$ cat src/rtl/uart_pkg.sv
// Constants and state encoding shared by the UART receive path.
package uart_pkg;

   localparam int DATA_BITS_DEF = 8;
   localparam int OVERSAMPLING  = 8;

   typedef enum logic [1:0] {
      S_IDLE = 2'd0,
      S_RECV = 2'd1,
      S_GAP  = 2'd2
   } state_e;

endpackage

$ cat src/rtl/uart_sync_fifo.sv
// Single-clock first-word-fall-through FIFO; a push into a full FIFO is taken
// only when a pop frees a slot at the same edge.
module uart_sync_fifo
   import uart_pkg::*;
#(
   parameter int DATA_BITS  = DATA_BITS_DEF,
   parameter int FIFO_DEPTH = 16
) (
   input  logic                        clk_in,
   input  logic                        rst_in,
   input  logic                        push_in,
   input  logic                        pop_in,
   input  logic [DATA_BITS-1:0]        wr_data_in,
   output logic [DATA_BITS-1:0]        rd_data_out,
   output logic [$clog2(FIFO_DEPTH):0] count_out,
   output logic                        full_out,
   output logic                        empty_out
);

   localparam int PW = $clog2(FIFO_DEPTH);
   localparam int CW = PW + 1;

   logic [DATA_BITS-1:0] mem_q [FIFO_DEPTH];
   logic [PW-1:0]        wr_ptr_q, wr_ptr_d;
   logic [PW-1:0]        rd_ptr_q, rd_ptr_d;
   logic [CW-1:0]        count_q, count_d;
   logic                 do_push, do_pop;

   always_comb begin
      empty_out = (count_q == '0);
      full_out  = (count_q == CW'(FIFO_DEPTH));
      do_pop    = pop_in & ~empty_out;
      do_push   = push_in & (~full_out | do_pop);
      wr_ptr_d  = do_push ? wr_ptr_q + 1'b1 : wr_ptr_q;
      rd_ptr_d  = do_pop  ? rd_ptr_q + 1'b1 : rd_ptr_q;
      count_d   = count_q + CW'(do_push) - CW'(do_pop);
   end

   always_ff @(posedge clk_in) begin
      if (rst_in) begin
         wr_ptr_q <= '0;
         rd_ptr_q <= '0;
         count_q  <= '0;
      end else begin
         wr_ptr_q <= wr_ptr_d;
         rd_ptr_q <= rd_ptr_d;
         count_q  <= count_d;
      end
   end

   // NOTE: storage is deliberately not reset; the empty flag masks stale entries.
   always_ff @(posedge clk_in) begin
      if (do_push) mem_q[wr_ptr_q] <= wr_data_in;
   end

   assign rd_data_out = empty_out ? '0 : mem_q[rd_ptr_q];
   assign count_out   = count_q;

endmodule

$ cat src/rtl/uart_rx_ctrl.sv
// Receive-side controller: captures receiver bytes into a FIFO, flags overrun and,
// with UART_RX_CTRL_IDLE_TIMEOUT_EN defined, pulses idle_out on inter-byte gaps.
module uart_rx_ctrl
   import uart_pkg::*;
#(
   parameter int DATA_BITS      = DATA_BITS_DEF,
   parameter int FIFO_DEPTH     = 16,
   parameter int TIMEOUT_CYCLES = 160
) (
   input  logic                        clk_in,
   input  logic                        rst_in,
   input  logic                        en_in,
   input  logic                        rx_rdy_in,
   input  logic [DATA_BITS-1:0]        rx_data_in,
   output logic                        m_valid_out,
   input  logic                        m_ready_in,
   output logic [DATA_BITS-1:0]        m_data_out,
   output logic [$clog2(FIFO_DEPTH):0] count_out,
   output logic                        overrun_out,
   input  logic                        clr_in,
   output logic                        idle_out
);

   logic   rdy_q, rdy_d;
   logic   overrun_q, overrun_d;
   state_e state_q, state_d;
   logic   push, pop, fifo_full, fifo_empty;

   assign m_valid_out = ~fifo_empty;
   assign pop         = m_valid_out & m_ready_in;
   assign push        = rx_rdy_in & ~rdy_q & en_in;

   uart_sync_fifo #(
      .DATA_BITS (DATA_BITS),
      .FIFO_DEPTH(FIFO_DEPTH)
   ) u_fifo (
      .clk_in     (clk_in),
      .rst_in     (rst_in),
      .push_in    (push),
      .pop_in     (pop),
      .wr_data_in (rx_data_in),
      .rd_data_out(m_data_out),
      .count_out  (count_out),
      .full_out   (fifo_full),
      .empty_out  (fifo_empty)
   );

   // Setting overrun takes priority over a clear in the same cycle.
   always_comb begin
      rdy_d     = rx_rdy_in;
      overrun_d = overrun_q;
      if (push && fifo_full && !pop) overrun_d = 1'b1;
      else if (clr_in)               overrun_d = 1'b0;
   end

`ifdef UART_RX_CTRL_IDLE_TIMEOUT_EN
   localparam int TW = (TIMEOUT_CYCLES > 1) ? $clog2(TIMEOUT_CYCLES) : 1;
   localparam logic [TW-1:0] TIMER_LAST = TW'(TIMEOUT_CYCLES - 1);

   logic [TW-1:0] timer_q, timer_d;
   logic          idle_q, idle_d;

   // Silence is only counted while enabled; any byte restarts the gap timer.
   always_comb begin
      state_d = state_q;
      timer_d = timer_q;
      case (state_q)
         S_IDLE: begin
            timer_d = '0;
            if (push) state_d = S_RECV;
         end
         S_RECV: begin
            if (push || !en_in) begin
               timer_d = '0;
            end else if (timer_q == TIMER_LAST) begin
               state_d = S_GAP;
               timer_d = '0;
            end else begin
               timer_d = timer_q + 1'b1;
            end
         end
         S_GAP: begin
            timer_d = '0;
            state_d = push ? S_RECV : S_IDLE;
         end
         default: begin
            state_d = S_IDLE;
            timer_d = '0;
         end
      endcase
      idle_d = (state_d == S_GAP);
   end

   assign idle_out = idle_q;
`else
   logic unused_cfg;

   always_comb begin
      state_d = state_q;
      if (state_q != S_RECV && push) state_d = S_RECV;
   end

   assign idle_out   = 1'b0;
   assign unused_cfg = |TIMEOUT_CYCLES;
`endif

   always_ff @(posedge clk_in) begin
      if (rst_in) begin
         rdy_q     <= 1'b0;
         overrun_q <= 1'b0;
         state_q   <= S_IDLE;
`ifdef UART_RX_CTRL_IDLE_TIMEOUT_EN
         timer_q   <= '0;
         idle_q    <= 1'b0;
`endif
      end else begin
         rdy_q     <= rdy_d;
         overrun_q <= overrun_d;
         state_q   <= state_d;
`ifdef UART_RX_CTRL_IDLE_TIMEOUT_EN
         timer_q   <= timer_d;
         idle_q    <= idle_d;
`endif
      end
   end

   assign overrun_out = overrun_q;

endmodule
$ cat config.mk
export PLATFORM = sky130hd
export DESIGN_NAME = uart_rx_ctrl
export DESIGN_NICKNAME = d
export VERILOG_FILES = /design/src/rtl/uart_pkg.sv /design/src/rtl/uart_sync_fifo.sv /design/src/rtl/uart_rx_ctrl.sv
export SDC_FILE = /design/constraint.sdc
export NUM_CORES = 1
export LEC_CHECK = 0
export BUFFER_PORTS_ARGS = -buffer_cell sky130_fd_sc_hd__clkbuf_2
export CELL_PAD_IN_SITES_DETAIL_PLACEMENT = 2
export CELL_PAD_IN_SITES_GLOBAL_PLACEMENT = 2
export CORE_ASPECT_RATIO = 0.6
export CORE_MARGIN = 2
export CORE_UTILIZATION = 50
export CTS_CLUSTER_SIZE = 40
export DETAILED_ROUTE_END_ITERATION = 10
export GPL_ROUTABILITY_DRIVEN = 0
export PLACE_DENSITY = 0.92
export SLEW_MARGIN = 20
export SYNTH_ARGS = -nofsm -noshare
export SYNTH_HDL_FRONTEND = slang
export SYNTH_SLANG_ARGS = --single-unit
$ cat constraint.sdc
create_clock -name clk_in -period 4.8 [get_ports clk_in]
set_clock_uncertainty 0.2 [all_clocks]
set_input_delay 0.24 -clock clk_in [delete_from_list [all_inputs] [get_ports clk_in]]
set_output_delay 0.24 -clock clk_in [all_outputs]
set_load 0.05 [all_outputs]
==> results.yml <==
setup_path:
  arrival_ns: 4.13
  worstPathRequired_ns: 4.95
  worst_path_largest_cell_delay_ns: 0.84
  reg2reg_slack_ns: 0.82
  path_max_fanout: 13
  end_kind: "register"
  cp-start-kind: "register"
  timing.rr.start: "u_fifo.count_out[3]"
  r2r_end: "u_fifo.count_out[4]"
  path_class: "register to register"
  cp_cell_sequence: "inv_1 > ha_1 > or4b_2 > nand2_1 > inv_1 > ha_1 > inv_1 > ha_1 > fa_1 > a21oi_1 > nor2_1 > or3_1 > a21oi_1"
  reg2reg_depth: 13
  crit_start: "u_fifo.count_out[3]"
  slowest_stage: "or4b_2"
logic_synthesis:
  synth_top_area_cell: "edfxtp_1"
  yosysSeqAreaShare: 0.706
  ys_top_cells_by_area: "edfxtp_1, mux4_2, dfxtp_1"
  yosysMostFrequentCell: "edfxtp_1"
  synth_nets: 348
  synthFlopType: "edfxtp_1"
  synth_cells: 322
  synth.avg_cell_area_um2: 18.6
  synthDistinctLibCells: 35
  synth_edf_count: 128
  synth_area_mm2: 0.00599
  netlist_top_cells_count: "edfxtp_1, dfxtp_1, mux4_2"
  async_reset_ff_frac: 0
  synth-seq-cells: 147
  yosys_warnings: 0
  yosysTopAreaCellShare: 0.642
floorplanning:
  die_h_um: 88.8
  die_w_um: 145
  initial_utilization: 0.521
  ios: 30
  die-area_mm2: 0.0129
  core-area_mm2: 0.0115
  rows: 30
detailed_routing:
  detail_route.wl_per_cell_um: 36.1
  vias: 3382
  drc: 0
  drt_iter0_markers: 308
  antenna_left: 0
  vias_per_cell: 6.36
  first_pass_iters: 4
  routed_wl_um: 19200
cts:
  cts_buffer_depth: 2
  cts_tree: "done"
  tritoncts.num_buffers: 17
  clk_latency_ns: 0.44
  clock_sinks: 147
  ctsHtreeMaxLevel: 4
  clk_pin_slew_worst_paths_ns: 0.06
  cts_root_buffer: "clkbuf_16"
pwr:
  p_per_area_mw_per_mm2: 588
  p_leak_nw: 2.41
  power_mw: 4.08
  vdd_drop_max_uv: 246
sta:
  tns_ns: 0
  setup_viol: 0
  rsz0062_at_grt: "false"
  slew_viol_final: 0
  period_needed_ns: 3.98
  max_freq_mhz: 251
  holdWs_ns: 0.0184
  fin_ws_ns: 0.817
  relSlewSlack: 0.270
  min_period_over_period: 0.830
  worst_pin_slew_ns: 1.09
  hold_viol_final: 0
status:
  status: "completed"
placed_design:
  port_buffers: 28
  post-place-ws_ns: 0.985
  dp_cells: 498
  dpl.hpwl_um: 10900
layout:
  fin_cells: 532
  fin_nets: 385
  drive_above_1_share: 0.253
  diodes: 0
  area_growth_pct: 16.1
job:
  cap_viol_max_count: 0
grt:
  grt_overflow: 0
  grt_max_degree: 25
  grt_pass1_vias: 3698
  antenna_found_initial: 0
  grt_usage: 0.323
  grt_first_pass_wirelength_um: 27600
hold_path:
  hp-start: "m_ready_in"
  min_path_type: "primary input to register"
  hold_path_depth: 3
## final cells by class
type / instances / area [um2]
Tap cell: 160 / 200
Sequential cell: 147 / 4230
Inverter: 11 / 41.3
Multi-Input combinational cell: 148 / 1620
Clock inverter: 11 / 205
Clock buffer: 21 / 470
Timing Repair Buffer: 34 / 190
Fill cell: 947 / 4540
## layer usage
layer / up-vias / GRT usage / part of all wire
met2: 173 / 0.561 / 0.50
met5: - / 0 / 0
met1: 1827 / 0.401 / 0.41
met3: 37 / 0.0722 / 0.060
met4: 0 / 0.144 / 0.031
li1: 1345 / - / -
## logic make-up (layout without fill, tap and decap cells)
| kind of cell | after synthesis | after routing | synth area share |
|---|---|---|---|
| other | 1 | 1 | 0.000626 |
| buffers and inverters | 27 | 77 | 0.0257 |
| multiplexers | 50 | 50 | 0.161 |
| adder cells (fa/ha/maj) | 12 | 12 | 0.0263 |
| AND/OR/NAND/NOR | 51 | 51 | 0.0460 |
| flip-flops | 147 | 147 | 0.706 |
| AO/OA/AOI/OAI | 26 | 26 | 0.0234 |
| XOR/XNOR | 8 | 8 | 0.0117 |
## per-stage QoR
step                      utilization  area (um2)
after floorplan                     -        5990
after global placement          0.544        6250
after detailed placement        0.544        6250
after CTS                       0.605        6950
after global routing            0.605        6950
final                           0.605        6950
## state kept, by name, indices dropped and copies added, names as in the netlist, named ones only
signal            count
overrun_out           1
rdy_q                 1
u_fifo.count_out      5
u_fifo.mem_q        128
u_fifo.rd_ptr_q       4
u_fifo.wr_ptr_q       4
## placed cells by master, fill, tap and decap left out, types with 6 or more instances in the layout
cell,instances
a21oi_1,13
and3_1,14
bufinv_16,6
clkbuf_16,17
clkbuf_2,28
dfxtp_1,17
edfxtp_1,128
ha_1,11
inv_1,11
mux2_2,9
mux2i_1,9
mux4_1,13
mux4_2,19
nor2_1,15
nor2b_1,9
## critical path, delay by kind of cell, from the launching register on
family | cells | cell delay, ns
AND/OR/NAND/NOR | 4 | 1.52
AO/OA/AOI/OAI | 2 | 0.38
flip-flops | 1 | 0.36
buffers and inverters | 3 | 0.27
adder cells (fa/ha/maj) | 4 | 1.16
## how the worst max path moves through the flow
stage,endpoint,slack (ns),cells after the start
6_report,u_fifo.count_out[4],0.82,13
4_1_cts,u_fifo.count_out[4],0.85,13
5_1_grt,u_fifo.count_out[4],0.70,13
3_5_place_dp,u_fifo.count_out[4],0.99,13
2_1_floorplan,u_fifo.count_out[4],1.43,13
3_3_place_gp,u_fifo.count_out[4],1.32,13
## timing repair
item / in CTS / in global routing
hold buffers: 2 / 0
endpoints found under the setup margin: 0 / 0
setup buffers: 0 / 0
hold endpoints to repair: 2 / 0
resized for setup: 0 / 0
## where the power goes
group          switching [mW]  internal [mW]
clock                   0.560           1.01
combinational           0.686          0.334
sequential             0.0643           1.43
total                    1.31           2.77
No activity file was read; power rests on OpenSTA's default activity.
